[config.mk]
export PLATFORM = sky130hd
export DESIGN_NAME = tl_phase_sched
export DESIGN_NICKNAME = d
export VERILOG_FILES = /design/src/rtl/tl_phase_sched_pkg.sv /design/src/rtl/tl_phase_ns.sv /design/src/rtl/tl_phase_sched.sv
export SDC_FILE = /design/constraint.sdc
export NUM_CORES = 1
export LEC_CHECK = 0
export BUFFER_PORTS_ARGS = -buffer_cell sky130_fd_sc_hd__buf_2
export CAP_MARGIN = 20
export CORE_MARGIN = 5
export CORE_UTILIZATION = 41
export CTS_CLUSTER_DIAMETER = 200
export DETAILED_ROUTE_END_ITERATION = 8
export PLACE_DENSITY_LB_ADDON = 0.08
export SETUP_SLACK_MARGIN = 0.15
export SLEW_MARGIN = 10
export SYNTH_ARGS = -nofsm -noshare
export SYNTH_HDL_FRONTEND = slang
export SYNTH_SLANG_ARGS = --single-unit
[constraint.sdc]
create_clock -name clk -period 1.8 [get_ports clk]
set_input_delay 0.36 -clock clk [delete_from_list [all_inputs] [get_ports clk]]
set_output_delay 0.36 -clock clk [all_outputs]
set_load 0.05 [all_outputs]
[src/rtl/tl_phase_sched_pkg.sv]
// Shared phase encodings and lamp codes for the traffic-light phase scheduler.
package tl_phase_sched_pkg;

  typedef enum logic [2:0] {
    PH_A_G  = 3'b000,
    PH_A_Y  = 3'b001,
    PH_AL_G = 3'b010,
    PH_AL_Y = 3'b011,
    PH_B_G  = 3'b100,
    PH_B_Y  = 3'b101,
    PH_BL_G = 3'b110,
    PH_BL_Y = 3'b111
  } phase_t;

  localparam logic [1:0] LAMP_G = 2'b00;
  localparam logic [1:0] LAMP_Y = 2'b01;
  localparam logic [1:0] LAMP_R = 2'b10;

  // Bit 0 of the encoding separates the yellow half of each lamp group.
  function automatic logic is_yellow(input phase_t p);
    return p[0];
  endfunction

endpackage

[src/rtl/tl_phase_ns.sv]
// Combinational exit decision and successor phase for the traffic-light scheduler.
// Optional TL_SKIP_LEFT_EN: skip an idle left-turn phase at the end of a yellow.
module tl_phase_ns
  import tl_phase_sched_pkg::*;
#(
  parameter int MIN_GREEN  = 3,
  parameter int MAX_GREEN  = 8,
  parameter int YEL_CYCLES = 2,
  parameter int CNT_W      = 4
) (
  input  phase_t           phase,
  input  logic [CNT_W-1:0] phase_cnt,
  input  logic             Ta,
  input  logic             Tal,
  input  logic             Tb,
  input  logic             Tbl,
  output logic             exit_now,
  output phase_t           phase_nxt
);

  localparam logic [CNT_W-1:0] MIN_M1 = CNT_W'(MIN_GREEN - 1);
  localparam logic [CNT_W-1:0] MAX_M1 = CNT_W'(MAX_GREEN - 1);
  localparam logic [CNT_W-1:0] YEL_M1 = CNT_W'(YEL_CYCLES - 1);

  logic [3:0] sens;
  logic       own_req;
  logic       other_req;

  assign sens = {Tbl, Tb, Tal, Ta};

  // Lamp group index phase[2:1] lines up with the sensor vector ordering.
  always_comb begin
    own_req   = sens[phase[2:1]];
    other_req = |(sens & ~(4'b0001 << phase[2:1]));
    if (is_yellow(phase)) begin
      exit_now = (phase_cnt == YEL_M1);
    end else begin
      exit_now = ((phase_cnt >= MIN_M1) && !own_req) ||
                 ((phase_cnt == MAX_M1) && other_req);
    end
  end

  always_comb begin
    phase_nxt = phase_t'(3'(phase + 3'd1));
`ifdef TL_SKIP_LEFT_EN
    if (phase == PH_A_Y && !Tal) phase_nxt = PH_B_G;
    if (phase == PH_B_Y && !Tbl) phase_nxt = PH_A_G;
`endif
  end

endmodule

[src/rtl/tl_phase_sched.sv]
// Timed 8-phase traffic-light scheduler: phase/timer registers and Moore lamp decode.
// Optional TL_SKIP_LEFT_EN (handled in tl_phase_ns) skips idle left-turn phases.
//   state   | meaning
//   PH_A_G  | A through green
//   PH_A_Y  | A through yellow
//   PH_AL_G | A left arrow green
//   PH_AL_Y | A left arrow yellow
//   PH_B_G  | B through green
//   PH_B_Y  | B through yellow
//   PH_BL_G | B left arrow green
//   PH_BL_Y | B left arrow yellow
module tl_phase_sched
  import tl_phase_sched_pkg::*;
#(
  parameter int MIN_GREEN  = 3,
  parameter int MAX_GREEN  = 8,
  parameter int YEL_CYCLES = 2,
  parameter int CNT_W      = 4
) (
  input  logic             clk,
  input  logic             reset_n,
  input  logic             tick,
  input  logic             Ta,
  input  logic             Tal,
  input  logic             Tb,
  input  logic             Tbl,
  output logic [1:0]       La,
  output logic [1:0]       Lal,
  output logic [1:0]       Lb,
  output logic [1:0]       Lbl,
  output logic [2:0]       phase,
  output logic [CNT_W-1:0] phase_cnt
);

  localparam logic [CNT_W-1:0] MAX_M1 = CNT_W'(MAX_GREEN - 1);

  phase_t           phase_q, phase_d, phase_nxt;
  logic [CNT_W-1:0] cnt_q, cnt_d;
  logic             exit_now;
  logic [1:0]       lamp_on;

  tl_phase_ns #(
    .MIN_GREEN  (MIN_GREEN),
    .MAX_GREEN  (MAX_GREEN),
    .YEL_CYCLES (YEL_CYCLES),
    .CNT_W      (CNT_W)
  ) u_ns (
    .phase     (phase_q),
    .phase_cnt (cnt_q),
    .Ta        (Ta),
    .Tal       (Tal),
    .Tb        (Tb),
    .Tbl       (Tbl),
    .exit_now  (exit_now),
    .phase_nxt (phase_nxt)
  );

  always_ff @(posedge clk or negedge reset_n) begin
    if (!reset_n) begin
      phase_q <= PH_A_G;
      cnt_q   <= '0;
    end else begin
      phase_q <= phase_d;
      cnt_q   <= cnt_d;
    end
  end

  // A held green parks at MAX_GREEN-1 so the forced exit stays armed.
  always_comb begin
    phase_d = phase_q;
    cnt_d   = cnt_q;
    if (tick) begin
      if (exit_now) begin
        phase_d = phase_nxt;
        cnt_d   = '0;
      end else if (is_yellow(phase_q) || cnt_q != MAX_M1) begin
        cnt_d = cnt_q + 1'b1;
      end
    end
  end

  always_comb begin
    La      = LAMP_R;
    Lal     = LAMP_R;
    Lb      = LAMP_R;
    Lbl     = LAMP_R;
    lamp_on = is_yellow(phase_q) ? LAMP_Y : LAMP_G;
    case (phase_q[2:1])
      2'd0:    La  = lamp_on;
      2'd1:    Lal = lamp_on;
      2'd2:    Lb  = lamp_on;
      default: Lbl = lamp_on;
    endcase
  end

  assign phase     = phase_q;
  assign phase_cnt = cnt_q;

endmodule

Word level (Yosys, flattened, before mapping)

Cells that the tools add are included.

Register bits: 7
Latch bits: 0
Memory bits (writable): 0
ROM bits: 0
Input bits: 7
Output and inout bits: 15
Word-level logic and storage cells: 35
Memories kept: 0

Add/sub/neg operators: 2
$mul: 0
Divide/modulo/power cells: 0
$lt $le $gt $ge: 2
Equal/unequal tests: 5
Shift operators: 1
Muxes and demuxes: 10
Bitwise gates (word level): 2
Reductions and logical operators: 11

Operators with widths:

| operator              | count |
|---|---|
| $mux W2               | 4 |
| $mux W4               | 2 |
| $add A4 B1 Y4 const B | 1 |
| $and A4 B4 Y4         | 1 |
| $eq A4 B1 Y1 const B  | 1 |
| $eq A4 B3 Y1 const B  | 1 |
| $ge A4 B2 Y1 const B  | 1 |
| $ne A4 B3 Y1 const B  | 1 |
| $not A4 Y4            | 1 |
| $reduce_and A2 Y1     | 2 |
| $reduce_or A4 Y1      | 1 |
| $shl A1 B2 Y4 const A | 1 |
| $add A3 B1 Y3 const B | 1 |
| $lt A2 B3 Y1 const B  | 1 |
| $mux W1               | 3 |
| $reduce_or A3 Y1      | 1 |
| $bmux W1 S2           | 1 |
| $eq A2 B1 Y1 const B  | 1 |
| $eq A2 B2 Y1 const B  | 1 |
| $logic_and A1 B1 Y1   | 2 |
| $logic_not A2 Y1      | 1 |
| $logic_or A1 B1 Y1    | 2 |
| $reduce_bool A2 Y1    | 1 |
| $logic_not A1 Y1      | 1 |

Depth between registers and ports, before layout

Depth after elaboration: 9
Depth in mapped cells: 7
Depth with buffers taken out: 7

By module

A second synthesis with hierarchy kept.

Cells, all modules: 52
Area, all modules: 523.0 um^2

By module, submodules not included:

| module         | instances | cells an instance | area an instance (um^2) | seq. area each (um^2) |
|---|---|---|---|---|
| tl_phase_sched | 1         | 37                | 404.1                   | 175.2 |
| tl_phase_ns    | 1         | 15                | 118.9                   | 0.0 |

Worst setup path after synthesis

OpenSTA, ideal clock, no wires.

Path type: reg-to-reg
Start point: register phase_q[1], in the netlist phase[1]
End point: register phase_q[1], in the netlist phase[1]
Setup time: 0.125 ns
Arrival time: 2.302 ns
Required time: 1.675 ns
Path slack: -0.628 ns
Cell stages (with the launch flop): 6
Path buffers: 0
Period minus slack after synthesis: 2.428 ns
Path through: dfrtp_1 -> nand2b_1 -> o221a_2 -> a31oi_4 -> a21oi_2 -> mux2_4

Cells in the longest elaborated chain, start to end: 8
Elaborated cells between the ends (all ways): 13
Classes of those cells: 1 x add/sub; 1 x shift; 3 x mux; 2 x bitwise; 6 x reduce/logical

RTL lines:

| what                        | RTL line             | RTL |
|---|---|---|
| from (decl)                 | tl_phase_sched.sv:37 | `phase_t phase_q, phase_d, phase_nxt;` |
| from (signal assigned)      | tl_phase_sched.sv:63 | `phase_q <= phase_d;` |
| $shl A1 B2 Y4               | tl_phase_ns.sv:34    | `other_req = \|(sens & ~(4'b0001 << phase[2:1]));` |
| $not A4 Y4                  | tl_phase_ns.sv:34    |  |
| $and A4 B4 Y4               | tl_phase_ns.sv:34    |  |
| $reduce_or A4 Y1            | tl_phase_ns.sv:34    |  |
| $logic_and A1 B1 Y1         | tl_phase_ns.sv:39    | `((phase_cnt == MAX_M1) && other_req);` |
| $logic_or A1 B1 Y1          | tl_phase_ns.sv:38    | `exit_now = ((phase_cnt >= MIN_M1) && !own_req) \|\|` |
| $mux W1                     | tl_phase_ns.sv:35    | `if (is_yellow(phase)) begin` |
| $reduce_and A2 Y1 (no line) | --                   |  |

Several ways; a longest one is shown, not always the timed one. The select of a mux whose other input is x is not followed.
A chain may end at the register's enable or synchronous reset.

Worst setup path in the final report

Start point: register cnt_q[1], in the netlist phase_cnt[1]
End point: register phase_q[1], in the netlist phase[1]

Cells in the longest elaborated chain, start to end: 5
Elaborated cells between the ends (all ways): 8
Classes of those cells: 1 x order compare; 2 x eq/ne; 1 x mux; 4 x reduce/logical

RTL lines:

| what                                          | RTL line                             | RTL |
|---|---|---|
| from (decl)                                   | tl_phase_sched.sv:38                 | `logic [CNT_W-1:0] cnt_q, cnt_d;` |
| from (signal assigned)                        | tl_phase_sched.sv:64                 | `cnt_q <= cnt_d;` |
| $ge A4 B2 Y1 or $eq A4 B3 Y1 (tied branches)  | tl_phase_ns.sv:38, tl_phase_ns.sv:39 |  |
| $logic_and A1 B1 Y1, on equally long branches | tl_phase_ns.sv:38, tl_phase_ns.sv:39 |  |
| $logic_or A1 B1 Y1                            | tl_phase_ns.sv:38                    |  |
| $mux W1 (*)                                   | tl_phase_ns.sv:35                    |  |
| $reduce_and A2 Y1 (no line) (*)               | --                                   |  |

Mark *: on every way between the ends. The rest lies on a longest branch, timed or not.

==> key figures <==
Outcome
  – Status: finished, violations left
  – Failing checks: negative setup slack

Logic synthesis
  – Commonest cells post-synth: inv_1, dfrtp_1, nor2_1, ha_1
  – Post-synth EDFFs: 0
  – Register area share after synthesis: approximately 31%
  – Async SR Flop Fraction: 100.0%
  – Top post-synthesis cells by area: dfrtp_1, ha_1, mux2i_1, inv_1, nor2_1
  – Top-count cell post-synth: inv_1
  – Top FF cell, synth: dfrtp_1
  – Synth area leader: dfrtp_1
  – Synth Instances: 63
  – Syn Area/Cell: 8.997 um^2
  – Netlist cell types: 33
  – Synth Cell Area: 566.8 um^2
  – Flops & latches, synth: 7
  – Post-Syn Nets: 74
  – Synth warn: 0
  – Area fraction of the dominant cell type after synthesis: 30.91%

Worst setup path
  – Critical path type: reg2reg
  – Slowest stage delay, CP: 440 ps
  – Worst reg2reg setup slack: -90 ps
  – Crit path capture type: register
  – Critical Path AT: 2030 ps
  – WP data required: roughly 1900 ps
  – Worst Setup SP: phase_cnt[1]
  – Crit path max-delay family: flip-flops
  – Crit path max fanout: 5
  – CP Launch Type: register
  – Critical Path, Cell by Cell: ha_4 -> or4_4 -> o221a_4 -> a31oi_4 -> a21oi_2 -> mux2_4
  – Slowest cell on crit path: dfrtp_2
  – Crit path buf inv count: 0
  – R2R depth: 6
  – R2r endpoint: phase[1]
  – R2R Path Start: phase_cnt[1]

Clock tree
  – CTS Buffer Depth: 2
  – CTS tree: built
  – CTS Buf Count: 3
  – Root buffer cell: clkbuf_4
  – Clk Latency, worst-skew pair: 260 ps
  – CTS sink cnt: 7
  – H-tree levels: 1
  – Clk slew on worst S/H paths: 50 ps

STA
  – Fmax: ~530 MHz
  – Final setup violation count: 6
  – Setup WS post-layout: -85.96 ps
  – Slew margin rel.: 77.67%
  – Min Clock Period, post-route: ~1900 ps
  – RSZ-0062 raised after global routing: yes
  – Final period util: 104.8%
  – Worst Clk Skew: 6.047 ps
  – Worst slew pin tran: 332.3 ps
  – Final hold violations: 0
  – Slew Viols, Final: 0

Die
  – # rows: 13
  – Ports: 22
  – Die Y: 47.18 um
  – Die width: 47.18 um
  – DIE AREA: between 0.002 and 0.0025 mm^2
  – Initial Util: 43.56%
  – Core Area: approximately 0.0013 mm^2

Routing
  – Final WL: 1674 um
  – Remaining DRCs: 0
  – DRT Pass-1 Iters: 4
  – Wire per inst: 14.19 um
  – DR iter-0 viols: 15
  – Antenna-violating nets left: 0
  – Vias per inst: ~5.4
  – Vias after detailed routing: between 600 and 700

Placement
  – Placed insts: ~110
  – Buffers added on ports: 21
  – Dpl hpwl: 1203 um
  – GPL Wtd Cong: 0.8049

Job
  – Max-Cap Viols: 0

GRT
  – Total gr overflow: 0
  – Initial antenna violation count: 0
  – Vias in the first global route: 601
  – First-pass GRT wire length: 2663 um
  – Met3 Resource Use GR: approximately 5.7%
  – Peak-usage layer in the global routing report: met2
  – GR Util met1: 22.43%
  – Pin count of the biggest net entering global routing: 8
  – Met2 usage: about a quarter
  – Overall Global Routing Usage: 16.77%

Cells and area
  – Share of layout cells above drive strength 1: 66.99%
  – Final core occ: between 70% and 80%
  – Area Overhead vs Synth: 73.07%
  – Final cell count without fillers: 118
  – Nets: 115
  – Antenna fix cells: 0

Min path
  – Hold Crit Class: in2async
## worst max-delay path by stage
| stage | to | cells past startpoint |
|---|---|---|
| floorplan | phase[1] | 7 |
| global placement | phase[1] | 7 |
| detailed placement | phase[1] | 7 |
| CTS | phase[1] | 6 |
| global route | phase[1] | 6 |
| finish | phase[1] | 6 |
## stage by stage
step	worst slack [ps]	area (um^2)	hold WS, ps	TNS (ps)
6_report	-85.96	980.9	481.2	-266.1
2_1_floorplan	-263.4	644.4	64.41	-831.2
5_1_grt	-131.7	980.9	493.4	-716.1
4_1_cts	-37.98	937.1	465.5	-90.92
3_3_place_gp	-10.85	858.3	206.6	-10.85
3_5_place_dp	-56.26	858.3	206.9	-161.7
## flip-flops by register name (all words and copies together) (netlist names)
signal,cells
phase_cnt,4
phase,3
## final cells by class
type                            count  area, um^2
Multi-Input combinational cell     47       480.5
Fill cell                          95       320.3
Timing Repair Buffer               36       237.7
Sequential cell                     7       181.4
Inverter                            9       36.28
Clock buffer                        4       26.28
Tap cell                           15       18.77
## placed cells by master (no fill, tap or decap), drive strengths merged
cell type,count
a21o,1
a21oi,3
a221oi,1
a22oi,1
a2bb2oi,1
a31oi,1
a32oi,1
and2,1
and3,1
buf,34
clkbuf,5
dfrtp,7
dlygate4sd3,1
ha,4
inv,9
mux2,1
mux2i,3
nand2,3
nand2b,2
nand3,4
nand3b,1
nand4,1
nand4b,1
nor2,6
nor3,2
nor4,1
o21ai,1
o221a,1
o22ai,1
or4,1
or4b,1
xnor2,1
xor2,1
## logic make-up (layout without fill, tap and decap cells)
kind of cell             after synthesis  in the layout  share of synthesized area (%)
flip-flops                             7              7                          30.91
AND/OR/NAND/NOR                       25             25                          24.73
buffers and inverters                  9             49                          5.960
multiplexers                           4              4                          7.946
adder cells (fa/ha/maj)                4              4                          8.830
AO/OA/AOI/OAI                         12             12                          18.54
XOR/XNOR                               2              2                          3.091
## worst register-to-register path: cells and delay by family (launching register included)
kind                     cells  cell delay [ps]
AO/OA/AOI/OAI                3              440
adder cells (fa/ha/maj)      1              170
flip-flops                   1              440
multiplexers                 1              300
AND/OR/NAND/NOR              1              420
## routing by layer
metal / vias to the layer above / share of wire (%)
met5: - / 0
met4: 0 / 1.3
met3: 2 / 5.0
met2: 15 / 50
met1: 305 / 43
li1: 310 / -
## repair_timing
item | CTS | global route
gates resized for setup | 7 | 9
buffers inserted | 2 | 0
hold endpoints to repair | 7 | 0
pin swaps | 0 | 3
hold buffers | 1 | 0
setup endpoints to repair | 10 | 11
Power is not shown: default switching activity piles up to over one toggle a cycle in this logic, so the estimate is an artifact.
